### src/rtl/telemetry_pkg.sv
// telemetry_pkg: shared state/error encodings and constants for the telemetry frame parser.
package telemetry_pkg;
    localparam int BYTE_W = 8;
    localparam logic [7:0] SYNC_DEFAULT = 8'hA5;
    typedef enum logic [2:0] {S_HUNT, S_ID, S_LEN, S_PAYLOAD, S_CSUM, S_DRAIN} state_t;
    typedef enum logic [2:0] {
        ERR_NONE    = 3'd0,
        ERR_CSUM    = 3'd1,
        ERR_LEN     = 3'd2,
        ERR_TIMEOUT = 3'd3,
        ERR_OVERRUN = 3'd4
    } err_t;
endpackage

### src/rtl/telemetry_frame_parser_buffer.sv
// frame_buffer: payload store with one synchronous write port and one asynchronous read port.
module frame_buffer
    import telemetry_pkg::*;
#(
    parameter int DEPTH = 16,
    parameter int AW = 4
) (
    input  logic              clk,
    input  logic              wr_en,
    input  logic [AW-1:0]     wr_addr,
    input  logic [BYTE_W-1:0] wr_data,
    input  logic [AW-1:0]     rd_addr,
    output logic [BYTE_W-1:0] rd_data
);
    logic [BYTE_W-1:0] mem [DEPTH];
    always_ff @(posedge clk)
        if (wr_en) mem[wr_addr] <= wr_data;
    assign rd_data = mem[rd_addr];
endmodule

### src/rtl/telemetry_frame_parser.sv
// telemetry_frame_parser: delineates SYNC/ID/LEN/payload/CSUM frames from a UART byte stream
// and releases checksum-verified payloads over a valid/ready stream.
module telemetry_frame_parser
    import telemetry_pkg::*;
#(
    parameter logic [7:0] SYNC_BYTE = SYNC_DEFAULT,
    parameter int MAX_PAYLOAD = 16,
    parameter int TIMEOUT_CYCLES = 104160,
    localparam int LEN_W = $clog2(MAX_PAYLOAD + 1)
) (
    input  logic             clk,
    input  logic             rst,
    input  logic [7:0]       rx_data,
    input  logic             rx_valid,
    output logic [7:0]       out_data,
    output logic             out_valid,
    input  logic             out_ready,
    output logic             out_last,
    output logic [7:0]       frame_id,
    output logic [LEN_W-1:0] frame_len,
    output logic             frame_ok,
    output logic             frame_err,
    output logic [2:0]       err_code,
    output logic             busy
);
    localparam int AW = MAX_PAYLOAD > 1 ? $clog2(MAX_PAYLOAD) : 1;
    localparam int TW = $clog2(TIMEOUT_CYCLES + 1);
    state_t state;
    logic [7:0] csum, id_q, rd_data;
    logic [LEN_W-1:0] len_q, wr_ptr, rd_ptr;
    logic [TW-1:0] tmo;
    logic wr_en;
    assign wr_en = rx_valid && state == S_PAYLOAD;
    frame_buffer #(.DEPTH(MAX_PAYLOAD), .AW(AW)) u_buf (
        .clk(clk),
        .wr_en(wr_en),
        .wr_addr(wr_ptr[AW-1:0]),
        .wr_data(rx_data),
        .rd_addr(rd_ptr[AW-1:0]),
        .rd_data(rd_data)
    );
    // rd_ptr runs one byte ahead of out_data so the output stays a plain register.
    always_ff @(posedge clk or posedge rst)
        if (rst) begin
            state     <= S_HUNT;
            csum      <= '0;
            id_q      <= '0;
            len_q     <= '0;
            wr_ptr    <= '0;
            rd_ptr    <= '0;
            tmo       <= '0;
            out_data  <= '0;
            out_valid <= 1'b0;
            out_last  <= 1'b0;
            frame_id  <= '0;
            frame_len <= '0;
            frame_ok  <= 1'b0;
            frame_err <= 1'b0;
            err_code  <= ERR_NONE;
            busy      <= 1'b0;
        end else begin
            frame_ok  <= 1'b0;
            frame_err <= 1'b0;
            err_code  <= ERR_NONE;
            if (rx_valid || state == S_HUNT || state == S_DRAIN) tmo <= '0;
            else if (tmo == TW'(TIMEOUT_CYCLES - 1)) begin
                tmo       <= '0;
                state     <= S_HUNT;
                busy      <= 1'b0;
                frame_err <= 1'b1;
                err_code  <= ERR_TIMEOUT;
            end else tmo <= tmo + TW'(1);
            case (state)
                S_HUNT: if (rx_valid && rx_data == SYNC_BYTE) begin
                    state <= S_ID;
                    busy  <= 1'b1;
                end
                S_ID: if (rx_valid) begin
                    id_q  <= rx_data;
                    csum  <= rx_data;
                    state <= S_LEN;
                end
                S_LEN: if (rx_valid) begin
                    csum   <= csum + rx_data;
                    len_q  <= LEN_W'(rx_data);
                    wr_ptr <= '0;
                    rd_ptr <= '0;
                    if (int'(rx_data) > MAX_PAYLOAD) begin
                        state     <= S_HUNT;
                        busy      <= 1'b0;
                        frame_err <= 1'b1;
                        err_code  <= ERR_LEN;
                    end else state <= rx_data == 8'd0 ? S_CSUM : S_PAYLOAD;
                end
                S_PAYLOAD: if (rx_valid) begin
                    csum   <= csum + rx_data;
                    wr_ptr <= wr_ptr + LEN_W'(1);
                    if (wr_ptr == len_q - LEN_W'(1)) state <= S_CSUM;
                end
                S_CSUM: if (rx_valid) begin
                    if (rx_data != csum) begin
                        state     <= S_HUNT;
                        busy      <= 1'b0;
                        frame_err <= 1'b1;
                        err_code  <= ERR_CSUM;
                    end else begin
                        frame_ok  <= 1'b1;
                        frame_id  <= id_q;
                        frame_len <= len_q;
                        if (len_q == '0) begin
                            state <= S_HUNT;
                            busy  <= 1'b0;
                        end else begin
                            state     <= S_DRAIN;
                            out_valid <= 1'b1;
                            out_data  <= rd_data;
                            out_last  <= len_q == LEN_W'(1);
                            rd_ptr    <= LEN_W'(1);
                        end
                    end
                end
                S_DRAIN: begin
                    if (rx_valid) begin
                        frame_err <= 1'b1;
                        err_code  <= ERR_OVERRUN;
                    end
                    if (out_ready) begin
                        if (out_last) begin
                            out_valid <= 1'b0;
                            out_last  <= 1'b0;
                            state     <= S_HUNT;
                            busy      <= 1'b0;
                        end else begin
                            out_data <= rd_data;
                            out_last <= rd_ptr == len_q - LEN_W'(1);
                            rd_ptr   <= rd_ptr + LEN_W'(1);
                        end
                    end
                end
                default: state <= S_HUNT;
            endcase
        end
endmodule
### config.mk
export PLATFORM = sky130hd
export DESIGN_NAME = telemetry_frame_parser
export DESIGN_NICKNAME = d
export VERILOG_FILES = /design/src/rtl/telemetry_pkg.sv /design/src/rtl/telemetry_frame_parser_buffer.sv /design/src/rtl/telemetry_frame_parser.sv
export SDC_FILE = /design/constraint.sdc
export NUM_CORES = 1
export LEC_CHECK = 0
export CAP_MARGIN = 20
export CORE_ASPECT_RATIO = 0.9
export CORE_MARGIN = 1.5
export CORE_UTILIZATION = 40
export DETAILED_ROUTE_END_ITERATION = 8
export PLACE_DENSITY = 0.58
export SYNTH_ARGS = -nofsm -noshare
export SYNTH_HDL_FRONTEND = slang
export SYNTH_SLANG_ARGS = --single-unit
### constraint.sdc
create_clock -name clk -period 7.2 [get_ports clk]
set_input_delay 1.44 -clock clk [delete_from_list [all_inputs] [get_ports clk]]
set_output_delay 1.44 -clock clk [all_outputs]
set_load 0.02 [all_outputs]
; Word level (Yosys, flattened, before mapping)
; Memories as Yosys holds them, arrays and structs flattened.
; Index checks and enable logic that the tools add are counted.
[totals]
n_memories = 1
register_bits = 80
elab_cells = 145
out_inout_bits = 29
ram_bits = 128
inputBits = 12
[op_classes]
bitwise_logic = 1
magnitude_cmp = 1
mux = 79
eq_ne = 21
n_addsub = 5
n_reduce_logical = 21
[memory_table]
columns = memory, depth, word_bits, rd, rd_clocked_by_memory_dff, write_ports, line_no
row1 = u_buf.mem, 16, 8, 1, 0, 1, telemetry_frame_parser_buffer.sv:15  ; logic [BYTE_W-1:0] mem [DEPTH];
[ops]
columns = op, count
row1 = $mux 3, 19
row2 = $mux 8, 7
row3 = $mux 5, 7
row4 = $mux 17, 2
row5 = $mux 1, 32
row6 = $pmux 8 s2, 2
row7 = $ne 2x2->1 const B, 9
row8 = $pmux 3 s6, 1
row9 = $add 17x1->17 const B, 1
row10 = $eq 17x17->1 const B, 1
row11 = $pmux 5 s3, 1
row12 = $reduce_and 6->1, 2
row13 = $add 5x1->5 const B, 2
row14 = $eq 5x5->1, 2
row15 = $pmux 5 s2, 1
row16 = $pmux 3 s3, 1
row17 = $reduce_and 3->1, 3
row18 = $add 8x8->8, 1
row19 = $eq 8x8->1 const B, 1
row20 = $gt 8x5->1 const B, 1
row21 = $logic_not 8->1, 1
row22 = $ne 8x8->1, 1
row23 = $reduce_and 7->1, 1
row24 = $eq 3x2->1 const B, 2
row25 = other kinds (19), 27

; Logic depth before layout (Yosys ltp)
; Gate-level depths: netlist (run 1).
[logic_depth]
depth_word = 8
mapped_depth = 9
ltp_nobuf = 9

; By module
; Synthesis (run 1) repeated with hierarchy kept, for this count alone.
[hier_totals]
cells_unflattened = 651
area_unflattened_um2 = 9372.7
[by_module_without_submodules]
columns = module, n_inst, seq_area_each_um2, area_each_um2, cells_each
row1 = frame_buffer, 1, 3843.7, 4987.3, 221
row2 = telemetry_frame_parser, 1, 2001.9, 4385.5, 430

; Worst setup path before layout (run 1)
; Ideal clock, no wire load.
[synth_path]
path_type = input to register
start = input port rx_data[5]
end = register rd_ptr[1]
stages = 8
setup_slack_ps = 3615
t_arrival_ps = 3459
cell_sequence = ha_1 > or4_4 > nor3_4 > nand3_2 > a21o_1 > buf_6 > and2_4 > mux2_4
[synth_via]
elab_chain_len = 3
[synth_rtl]
columns = item, line_no
row1 = "start, declared", telemetry_frame_parser.sv:13  ; input logic [7:0] rx_data,
row2 = $ne 8x8->1, telemetry_frame_parser.sv:101  ; if (rx_data != csum) begin
row3 = $ne 2x2->1 (no source line), --
row4 = $reduce_and 7->1 (no source line), --
row5 = "end signal, assigned", telemetry_frame_parser.sv:136  ; rd_ptr <= rd_ptr + LEN_W'(1);
row6 = "end, declared", telemetry_frame_parser.sv:30  ; logic [LEN_W-1:0] len_q, wr_ptr, rd_ptr;
; No other way between the ends.
; A chain may end at the register's enable or synchronous reset.

; Final worst setup path (run 1)
[layout_path]
start = input port rx_data[3]
end = register rd_ptr[1]
; The elaborated chain is that of the path after synthesis.

==> impl_metrics.csv, run 1 <==
group,metric,value,unit
pwr,p_int,0.002064,W
floorplan,die_x,163.2,um
timing,fin_setup_tns,0,ns
yosys,synth_top_family_by_area,"multiplexers",
run,cap_viol_max_count,0,
floorplan,fp-row-count,52,
timing,skew,0.01990,ns
setup_path,r2r_start,"state[1]",
setup_path,r2r_slack,4.21,ns
floorplan,coreArea,0.02258,mm2
floorplan,die_y,147.2,um
yosys,synth_nets,687,
setup_path,slowest_stage,"clkdlybuf4s50_1",
yosys,yosys_most_used_dff,"edfxtp_1",
setup_path,crit_buf_inv,1,
cts,htree_levels,1,
yosys,ys_ff_latch,208,
yosys,yosysMostFrequentCell,"edfxtp_1",
setup_path,r2r_cells,4,
layout,fin_nets,739,
setup_path,startpoint,"rx_data[3]",
global_routing,overflow,0,
floorplan,start_util,40.91,%
yosys,netlist_top_cells_area,"edfxtp_1 (42%), dfrtp_1 (22%), mux4_2 (9.8%), nand2_1 (3.2%), mux2_2 (2.2%)",
floorplan,io_pins,41,
setup_path,worst_ep_arrival_time,4.62,ns
drt,wl,21.13,mm
timing,max_freq,237.0,MHz
drt,wl_per_cell,20.66,um
drt,met3_length,1.174,mm
global_routing,antenna_found_initial,0,
drt,drc,0,
yosys,yosysSeqAreaShare,63.30,%
placement,place_ws,2.454,ns
layout,drive_above_1_share,16.53,%
drt,drtAntennaViolNets,0,
pwr,power.switching,0.0006386,W
cts,post_cts_resize_count,0,
timing,period_needed,4.220,ns
timing,hold_viol_final,0,
drt,top_layer,"met4",
yosys,synth_edf_count,128,
drt,drt_iter0_drc,453,
cts,clk_latency,0.52,ns
worst_hold_path,hold_path_class,"flop to flop",
cts,root_buffer,"clkbuf_16",
timing,finalSetupViolations,0,
yosys,synth.mux.area_fraction,12.44,%
cts,tritoncts,"built",
pwr,ir_worst_vdd,0.1597,mV
layout,utilization,47.62,%
drt,wl_met2,9.994,mm
pwr,netSwitchingFraction,23.63,%
yosys,synth_largest_area_cell,"edfxtp_1",
yosys,synthSimpleGateAreaFrac,10.76,%
setup_path,cp-start-kind,"input pin",
setup_path,path_depth,8,
cts,clk_pin_slew,0.06,ns
cts,cts_buffer_depth,3,
yosys,synthCells,658,
placement,gp_congestion,0.8119,
worst_hold_path,hold_depth,2,
drt,via_count,5606,
cts,cts_setup_buffers,0,
yosys,async_flop_share,38.46,%
timing,slew_headroom,24.78,%
drt,dr.pass1.iters,5,
cts,cts_inserted_buffers,23,
setup_path,path_max_fanout,22,
pwr,power_frac_seq,49.2,%
setup_path,critPathKind,"input pin to flop",
setup_path,critPathMaxStageDelay,0.99,ns
global_routing,grt_max_degree,51,
yosys,synth_compound_area_share,5.826,%
pwr,clockPowerShare,41.2,%
timing,fin_crit_sh,58.61,%
pwr,pwr-share-comb,9.6,%
timing,worst_slew_pin_slew,1.120,ns
worst_hold_path,min-delay-start,"frame_id[6]",
yosys,yosysTopAreaCellShare,41.62,%
global_routing,grt_pass1_vias,5727,
yosys,netlist_area,0.009235,mm2
yosys,yosysWarnings,0,
cts,cts_hold_buf,0,
setup_path,end_kind,"flop",
timing,finalWorstSetupSlack,2.980,ns
placement,io_buffers,40,
global_routing,grt_pass1_wl,33.05,mm
yosys,avgSynthCellArea,14.04,um2
floorplan,die-area,0.02401,mm2
pwr,p_leak,3.947,nW
yosys,synth_xor_area_share,3.333,%
placement,dp_hpwl,13.56,mm
layout,insertedDiodeCount,0,
setup_path,worstReg2RegEnd,"u_buf.mem[8][6]",
layout,area_delta_synth_final,16.42,%
setup_path,path_cells,"clkdlybuf4s50_1 -> ha_1 -> or3_1 -> nor3_4 -> nand3_2 -> a21o_1 -> and2_4 -> mux2_4",
global_routing,grt_util_all_layers,18.15,%
timing,finalMaxSlewViolations,0,
timing,rsz0062_at_grt,"no",
yosys,yosys.area_share.adder,2.385,%
yosys,synth.distinct_cells,62,
setup_path,required,7.60,ns
drt,vias_per_cell,5.480,
outcome,outcome,"finished clean",
setup_path,path_delay_family,"simple AND/OR/NAND/NOR gates",
pwr,power,0.002703,W
drt,drt-met1-wl,9.506,mm
yosys,ys_top_cells_by_count,"edfxtp_1 (128), dfrtp_1 (80), nand2_1 (78)",
worst_hold_path,holdPathEnd,"frame_id[6]",
cts,numClockSinks,208,
pwr,power_density,251.4,mW/mm2
metrics by stage:
step / cell area [um2] / cells / hold WS [ns]
after floorplan: 9235 / 658 / 0.4422
after global placement: 9998 / 978 / 0.4556
after detailed placement: 9998 / 978 / 0.4635
after CTS: 10710 / 1019 / 0.4762
after global routing: 10750 / 1023 / 0.4980
final: 10750 / 1023 / 0.4688
placed cells by master (no fill, tap or decap), drive strengths merged, types with 3 or more instances in the layout:
cell / netlist / routed
dfrtp: 80 / 80
buf: 6 / 16
or3: 5 / 5
nor2: 48 / 48
clkinv: 0 / 13
or2: 4 / 4
mux4: 40 / 40
nor4: 4 / 4
a21oi: 23 / 23
nand2b: 5 / 5
nand4: 6 / 6
nand3: 14 / 14
edfxtp: 128 / 128
mux2: 19 / 19
a22oi: 3 / 3
and3: 3 / 3
ha: 16 / 16
a21o: 6 / 6
o21ai: 31 / 31
nor3: 18 / 18
inv: 16 / 17
nor3b: 3 / 3
nand2: 78 / 78
clkbuf: 23 / 25
mux2i: 3 / 3
clkdlybuf4s50: 0 / 40
a31oi: 6 / 6
xor2: 21 / 21
xnor2: 9 / 9
area by class of cell:
class / instances / area (um2)
well taps: 297 / 371.6
inverters: 16 / 61.31
multi-input cells: 405 / 3228
clock inverters: 16 / 125.1
flip-flops and latches: 208 / 5847
fillers: 1924 / 11830
repair buffers: 56 / 535.5
clock buffers: 25 / 583.1
state kept, by name (all words and copies together), names as in the netlist, 3 cells and up:
register   cells
err_code       3
rd_ptr         5
frame_id       8
frame_len      5
tmo           17
csum           8
len_q          5
id_q           8
wr_ptr         5
state          3
u_buf.mem    128
out_data       8
metal layers:
metal | GRT usage (%) | up-vias
met5 | 0 | -
met2 | 29.00 | 176
met1 | 25.79 | 2832
met3 | 2.851 | 31
met4 | 5.000 | 0
li1 | - | 2567
power by group through the flow:
stage          Sequential [W]  Clock, W  Combinational (W)
6_report              0.00133   0.00111           0.000260
5_1_grt               0.00133   0.00118           0.000292
4_1_cts               0.00133   0.00114           0.000260
3_5_place_dp          0.00135         0           0.000258
3_3_place_gp          0.00135         0           0.000250
2_1_floorplan         0.00134         0           0.000197
worst max path at each step:
stage / to / slack (ns)
after CTS: rd_ptr[1] / 2.98
final: rd_ptr[1] / 2.98
after floorplan: rd_ptr[1] / 3.62
after detailed placement: rd_ptr[1] / 2.45
after global routing: rd_ptr[1] / 2.78
after global placement: rd_ptr[1] / 2.57
cell families (layout without fill, tap and decap cells):
kind of cell	Yosys count	count (layout)
flip-flops	208	208
AND/OR/NAND/NOR	205	205
AO/OA/AOI/OAI	89	89
multiplexers	62	62
buffers and inverters	45	113
XOR/XNOR	32	32
adder cells (fa/ha/maj)	17	17
tightest hold or removal path: stages (launching register included):
cell and delay [ns]:
dfrtp_1 0.34, nand2_1 0.05, nand2_1 0.05
Power figures use the tool's default switching activity.
==> inputs of run 2 (changes only) <==
Settings changed: PLACE_DENSITY 0.58 to 0.6.
Clock period 7.2 ns to 3.6 ns, I/O delays scaled along.
==> run 2 against run 1 <==
- setup slack lost 2.2 ns
- critical endpoint is now out_data[5]
- via count grew 4.3%
- flip-flop and latch count is the same
- first-iteration DRC count grew 31%
==> impl_metrics.csv, run 2 (synthesis gave the netlist of run 1 again) <==
group,metric,value,unit
timing,period_needed,2.866,ns
layout,area_delta_synth_final,18.60,%
cts,cts_buffer_depth,3,
global_routing,antenna_found_initial,0,
drt,via_count,5845,
placement,gp_congestion,0.8582,
pwr,power,0.005591,W
setup_path,r2r_slack,1.06,ns
worst_hold_path,hold_depth,2,
global_routing,grt_max_degree,43,
cts,post_cts_resize_count,0,
setup_path,required,4.00,ns
floorplan,die-area,0.02401,mm2
layout,largest_register,"u_buf.mem",
global_routing,overflow,0,
drt,wl_per_cell,20.51,um
floorplan,die_x,163.2,um
timing,rsz0062_at_grt,"no",
global_routing,grtUsageMet1,26.91,%
drt,drt_iter0_drc,595,
timing,finalMaxSlewViolations,0,
setup_path,cp-start-kind,"input pin",
timing,skew,0.01462,ns
timing,fin_setup_tns,0,ns
worst_hold_path,min-delay-start,"frame_id[4]",
cts,clk_pin_slew,0.06,ns
setup_path,r2r_start,"state[2]",
floorplan,coreArea,0.02258,mm2
timing,finalSetupViolations,0,
cts,cts_inserted_buffers,23,
floorplan,die_y,147.2,um
layout,final_common_cell,"edfxtp_1",
cts,cts_hold_buf,0,
layout,drive_above_1_share,18.93,%
timing,worst_slew_pin_slew,0.8009,ns
timing,fin_crit_sh,79.60,%
setup_path,worstReg2RegEnd,"u_buf.mem[15][6]",
drt,drc,0,
global_routing,grt-busiest-layer,"met2",
global_routing,gr-usage-met2,29.09,%
drt,drtAntennaViolNets,0,
run,cap_viol_max_count,0,
cts,tritoncts,"built",
global_routing,grtUsageMet3,2.626,%
drt,dr.pass1.iters,5,
global_routing,grt_pass1_wl,33.41,mm
layout,largest_register_ffs,128,
timing,max_freq,349.0,MHz
layout,seqCellArea,0.005847,mm2
layout,final_cell_mix,"edfxtp_1 (128), dfrtp_1 (79), nand2_1 (78)",
global_routing,grt_util_all_layers,18.40,%
cts,numClockSinks,208,
setup_path,worst_ep_arrival_time,3.27,ns
floorplan,start_util,40.91,%
setup_path,r2r_cells,6,
cts,htree_levels,1,
floorplan,io_pins,41,
pwr,power_density,510.4,mW/mm2
layout,top_regs,"u_buf.mem: 128 flops, tmo: 17 flops",
timing,slew_headroom,46.41,%
pwr,ir_worst_vdd,0.3277,mV
worst_hold_path,hold_path_class,"flop to flop",
drt,vias_per_cell,5.609,
outcome,outcome,"finished clean",
drt,wl,21.37,mm
setup_path,end_kind,"flop",
setup_path,critPathKind,"input pin to flop",
setup_path,cp-endpoint,"out_data[5]",
placement,io_buffers,40,
layout,insertedDiodeCount,0,
layout,utilization,48.51,%
cts,clk_latency,0.52,ns
placement,dp_hpwl,14.49,mm
layout,fill_cells,1890,
setup_path,startpoint,"rx_data[2]",
pwr,p_leak,4.064,nW
global_routing,grt_pass1_vias,5840,
layout,fin_nets,758,
floorplan,fp-row-count,52,
cts,cts_setup_buffers,0,
cts,root_buffer,"clkbuf_16",
timing,hold_viol_final,0,
layout,multiInputGateArea,0.003208,mm2
setup_path,path_max_fanout,9,
-- run 2: changes by cell type in the layout (fill, tap and decap cells not counted), sizes merged --
cell and delta:
buf +19, bufinv +1, clkbuf +4, clkinv -5
clkinvlp +1, inv -1
-- run 2: worst min-delay path by stage --
| stage | slack (ns) | to |
|---|---|---|
| floorplan | 0.44 | frame_id[0] |
| global placement | 0.45 | frame_id[2] |
| detailed placement | 0.46 | frame_id[6] |
| CTS | 0.48 | frame_id[2] |
| global route | 0.50 | frame_len[1] |
| finish | 0.47 | frame_id[4] |
-- run 2: power by group --
part | internal (W) | switching, W
Sequential | 0.00259 | 0.0000668
Combinational | 0.000234 | 0.000314
Clock | 0.00145 | 0.000929
Total | 0.00428 | 0.00131
-- run 2: routing by layer --
| metal | vias to the layer above | part of all wire [%] |
|---|---|---|
| met2 | 223 | 46 |
| met4 | 0 | 1.9 |
| li1 | 2606 | - |
| met3 | 34 | 6.8 |
| met1 | 2982 | 45 |
| met5 | - | 0 |
-- run 2: worst max-delay path, stage by stage --
cell             delay (ns)
clkdlybuf4s50_1        0.53
ha_1                   0.41
or4_4                  0.60
nor3_4                 0.23
nand3_2                0.10
a21o_1                 0.20
buf_4                  0.18
mux2_2                 0.28
-- run 2: through the flow --
stage / hold slack [ns] / cells / area [um2] / setup slack [ns]
finish: 0.4726 / 1042 / 10950 / 0.7343
floorplan: 0.4422 / 658 / 9235 / 0.7354
CTS: 0.4775 / 1041 / 10950 / 0.7431
detailed placement: 0.4614 / 1000 / 10170 / 0.2158
global route: 0.4971 / 1042 / 10950 / 0.6482
global placement: 0.4524 / 1000 / 10170 / 0.2400
-- run 2: cell type report --
type,instances,share of cell area [%]
clock inverter,12,1.359
tap,297,3.393
sequential,208,53.38
inverter,16,0.5597
timing repair buffer,75,6.283
clock buffer,29,5.735
multi-input combinational,405,29.29
==> inputs of run 3 (changes only) <==
Settings changed: PLACE_DENSITY 0.6 to 0.58.
Clock period 3.6 ns to 2.7 ns, I/O delays scaled along.
==> run 3 against run 2 <==
- first-iteration DRC count rose by 2.0%
- critical path depth unchanged
- final cell count up 2.3%
- clock power is 34% higher
- setup slack lost 0.63 ns
- core utilization increased by 1.0 points
- count of clock-buffer cells in the layout decreased by 3
- clock skew decreased by 0.0075 ns
- via count decreased by 1.0%
- combinational power grew 41%
- critical path type unchanged
- largest cell class unchanged
==> impl_metrics.csv, run 3 (synthesis gave the netlist of run 1 again) <==
group,metric,value,unit
layout,largest_register,"u_buf.mem",
cts,tritoncts,"built",
layout,insertedDiodeCount,0,
floorplan,start_util,40.91,%
cts,root_buffer,"clkbuf_16",
setup_path,critPathMaxStageDelay,0.59,ns
timing,finalWorstSetupSlack,0.1056,ns
timing,fin_crit_sh,96.09,%
layout,multiInputGateArea,0.003208,mm2
pwr,clockPowerShare,42.4,%
cts,clk_pin_slew,0.06,ns
layout,final_cell_mix,"edfxtp_1 (128), dfrtp_1 (79), nand2_1 (78)",
cts,cts_buffer_depth,3,
pwr,netSwitchingFraction,23.28,%
drt,wl,21.71,mm
pwr,power_density,670.7,mW/mm2
global_routing,grt_pass1_wl,34.40,mm
drt,via_count,5784,
setup_path,path_cells,"clkdlybuf4s50_1 -> ha_1 -> or4_4 -> nor3_4 -> nand3_2 -> a21o_1 -> and2_4 -> mux2_4",
global_routing,gr-usage-met2,29.22,%
layout,fill_cells,1870,
setup_path,r2r_cells,7,
cts,numClockSinks,208,
pwr,pwr-share-comb,10.3,%
pwr,ir_worst_vdd,0.4026,mV
global_routing,grtUsageMet1,27.62,%
layout,drive_above_1_share,21.98,%
cts,clk_latency,0.51,ns
floorplan,io_pins,41,
setup_path,worst_ep_arrival_time,2.99,ns
drt,vias_per_cell,5.426,
worst_hold_path,hold_path_class,"input pin to asynchronous set/reset pin",
floorplan,die_x,163.2,um
cts,cts_setup_buffers,0,
setup_path,crit_buf_inv,1,
placement,dpl.cell_count,1026,
setup_path,cp-start-kind,"input pin",
floorplan,die_y,147.2,um
global_routing,grt-busiest-layer,"met2",
timing,worst_slew_pin_slew,0.6290,ns
global_routing,grtUsageMet3,3.331,%
setup_path,slowest_stage,"or4_4",
setup_path,r2r_start,"csum[2]",
setup_path,path_delay_family,"simple AND/OR/NAND/NOR gates",
timing,period_needed,2.594,ns
global_routing,grt_max_degree,50,
cts,cts_hold_buf,0,
floorplan,die-area,0.02401,mm2
drt,drc,0,
layout,top_regs,"u_buf.mem: 128 flops, tmo: 17 flops",
drt,wl_per_cell,20.37,um
layout,fin_nets,783,
pwr,power.switching,0.001746,W
pwr,p_leak,4.211,nW
cts,htree_levels,1,
setup_path,path_max_fanout,3,
layout,seqCellArea,0.005847,mm2
timing,skew,0.007126,ns
pwr,power_frac_seq,47.3,%
cts,post_cts_resize_count,0,
timing,timing.hold.ws,0.3967,ns
timing,finalMaxSlewViolations,0,
placement,place_ws,-0.4796,ns
setup_path,end_kind,"flop",
drt,drtAntennaViolNets,0,
placement,gp_congestion,0.8155,
drt,drt_iter0_drc,607,
drt,dr.pass1.iters,5,
outcome,outcome,"finished clean",
floorplan,fp-row-count,52,
timing,slew_headroom,58.07,%
setup_path,critPathKind,"input pin to flop",
layout,layout.cells.non_filler,1066,
placement,io_buffers,40,
setup_path,r2r_slack,0.30,ns
global_routing,overflow,0,
timing,hold_viol_final,0,
cts,cts_inserted_buffers,22,
global_routing,antenna_found_initial,1,
global_routing,grt_pass1_vias,5955,
setup_path,required,3.09,ns
timing,max_freq,385.5,MHz
timing,fin_setup_tns,0,ns
run,cap_viol_max_count,0,
placement,dp_hpwl,14.83,mm
timing,rsz0062_at_grt,"no",
layout,final_common_cell,"edfxtp_1",
floorplan,coreArea,0.02258,mm2
setup_path,worstReg2RegEnd,"rd_ptr[1]",
pwr,p_int,0.005755,W
layout,largest_register_ffs,128,
global_routing,grt_util_all_layers,18.90,%
layout,utilization,49.53,%
layout,area_delta_synth_final,21.09,%
timing,finalSetupViolations,0,
[run 3: final cells by class]
| cell class | count | share of cell area [%] |
|---|---|---|
| Tap cell | 297 | 3.323 |
| Sequential cell | 208 | 52.28 |
| Inverter | 16 | 0.5482 |
| Multi-Input combinational cell | 405 | 28.69 |
| Clock buffer | 26 | 5.236 |
| Timing Repair Buffer | 101 | 8.257 |
| Clock inverter | 13 | 1.667 |
[run 3: stage by stage]
| step | cell area [um2] | total power [W] |
|---|---|---|
| floorplan | 9235 | 0.004098 |
| global placement | 10400 | 0.004354 |
| detailed placement | 10400 | 0.004382 |
| CTS | 11170 | 0.007576 |
| global route | 11180 | 0.007805 |
| finish | 11180 | 0.007500 |
[run 3: worst reg2reg max path, delay by kind of cell (launching register included)]
family / cells / cell delay, ns
fa+ha+maj: 1 / 0.29
mux: 1 / 0.29
simple gates: 4 / 1.10
compound gates: 1 / 0.23
flops: 1 / 0.39
[run 3: worst max-delay path by stage]
stage | start | cells after the start | to | slack [ns]
2_1_floorplan | rx_data[5] | 8 | rd_ptr[1] | 0.02
3_3_place_gp | rx_data[2] | 8 | rd_ptr[1] | -0.49
3_5_place_dp | rx_data[2] | 8 | rd_ptr[1] | -0.48
4_1_cts | rx_data[2] | 8 | rd_ptr[1] | 0.04
5_1_grt | rx_data[5] | 8 | rd_ptr[1] | 0.04
6_report | rx_data[5] | 8 | rd_ptr[1] | 0.11
[run 3: power groups by stage]
stage          Clock [W]  Sequential [W]  Combinational [W]
2_1_floorplan          0         0.00357           0.000525
3_5_place_dp           0         0.00361           0.000768
4_1_cts          0.00325         0.00355           0.000775
5_1_grt          0.00338         0.00356           0.000864
6_report         0.00318         0.00355           0.000773
3_3_place_gp           0         0.00361           0.000745
[run 3: metal layers]
metal  vias to the layer above  share of wire [%]  wire [um]
li1                       2657                  -          -
met1                      2906                 46      10010
met2                       184                 45       9856
met3                        35                6.3       1376
met4                         2                2.1        460
met5                         -              0.041          9
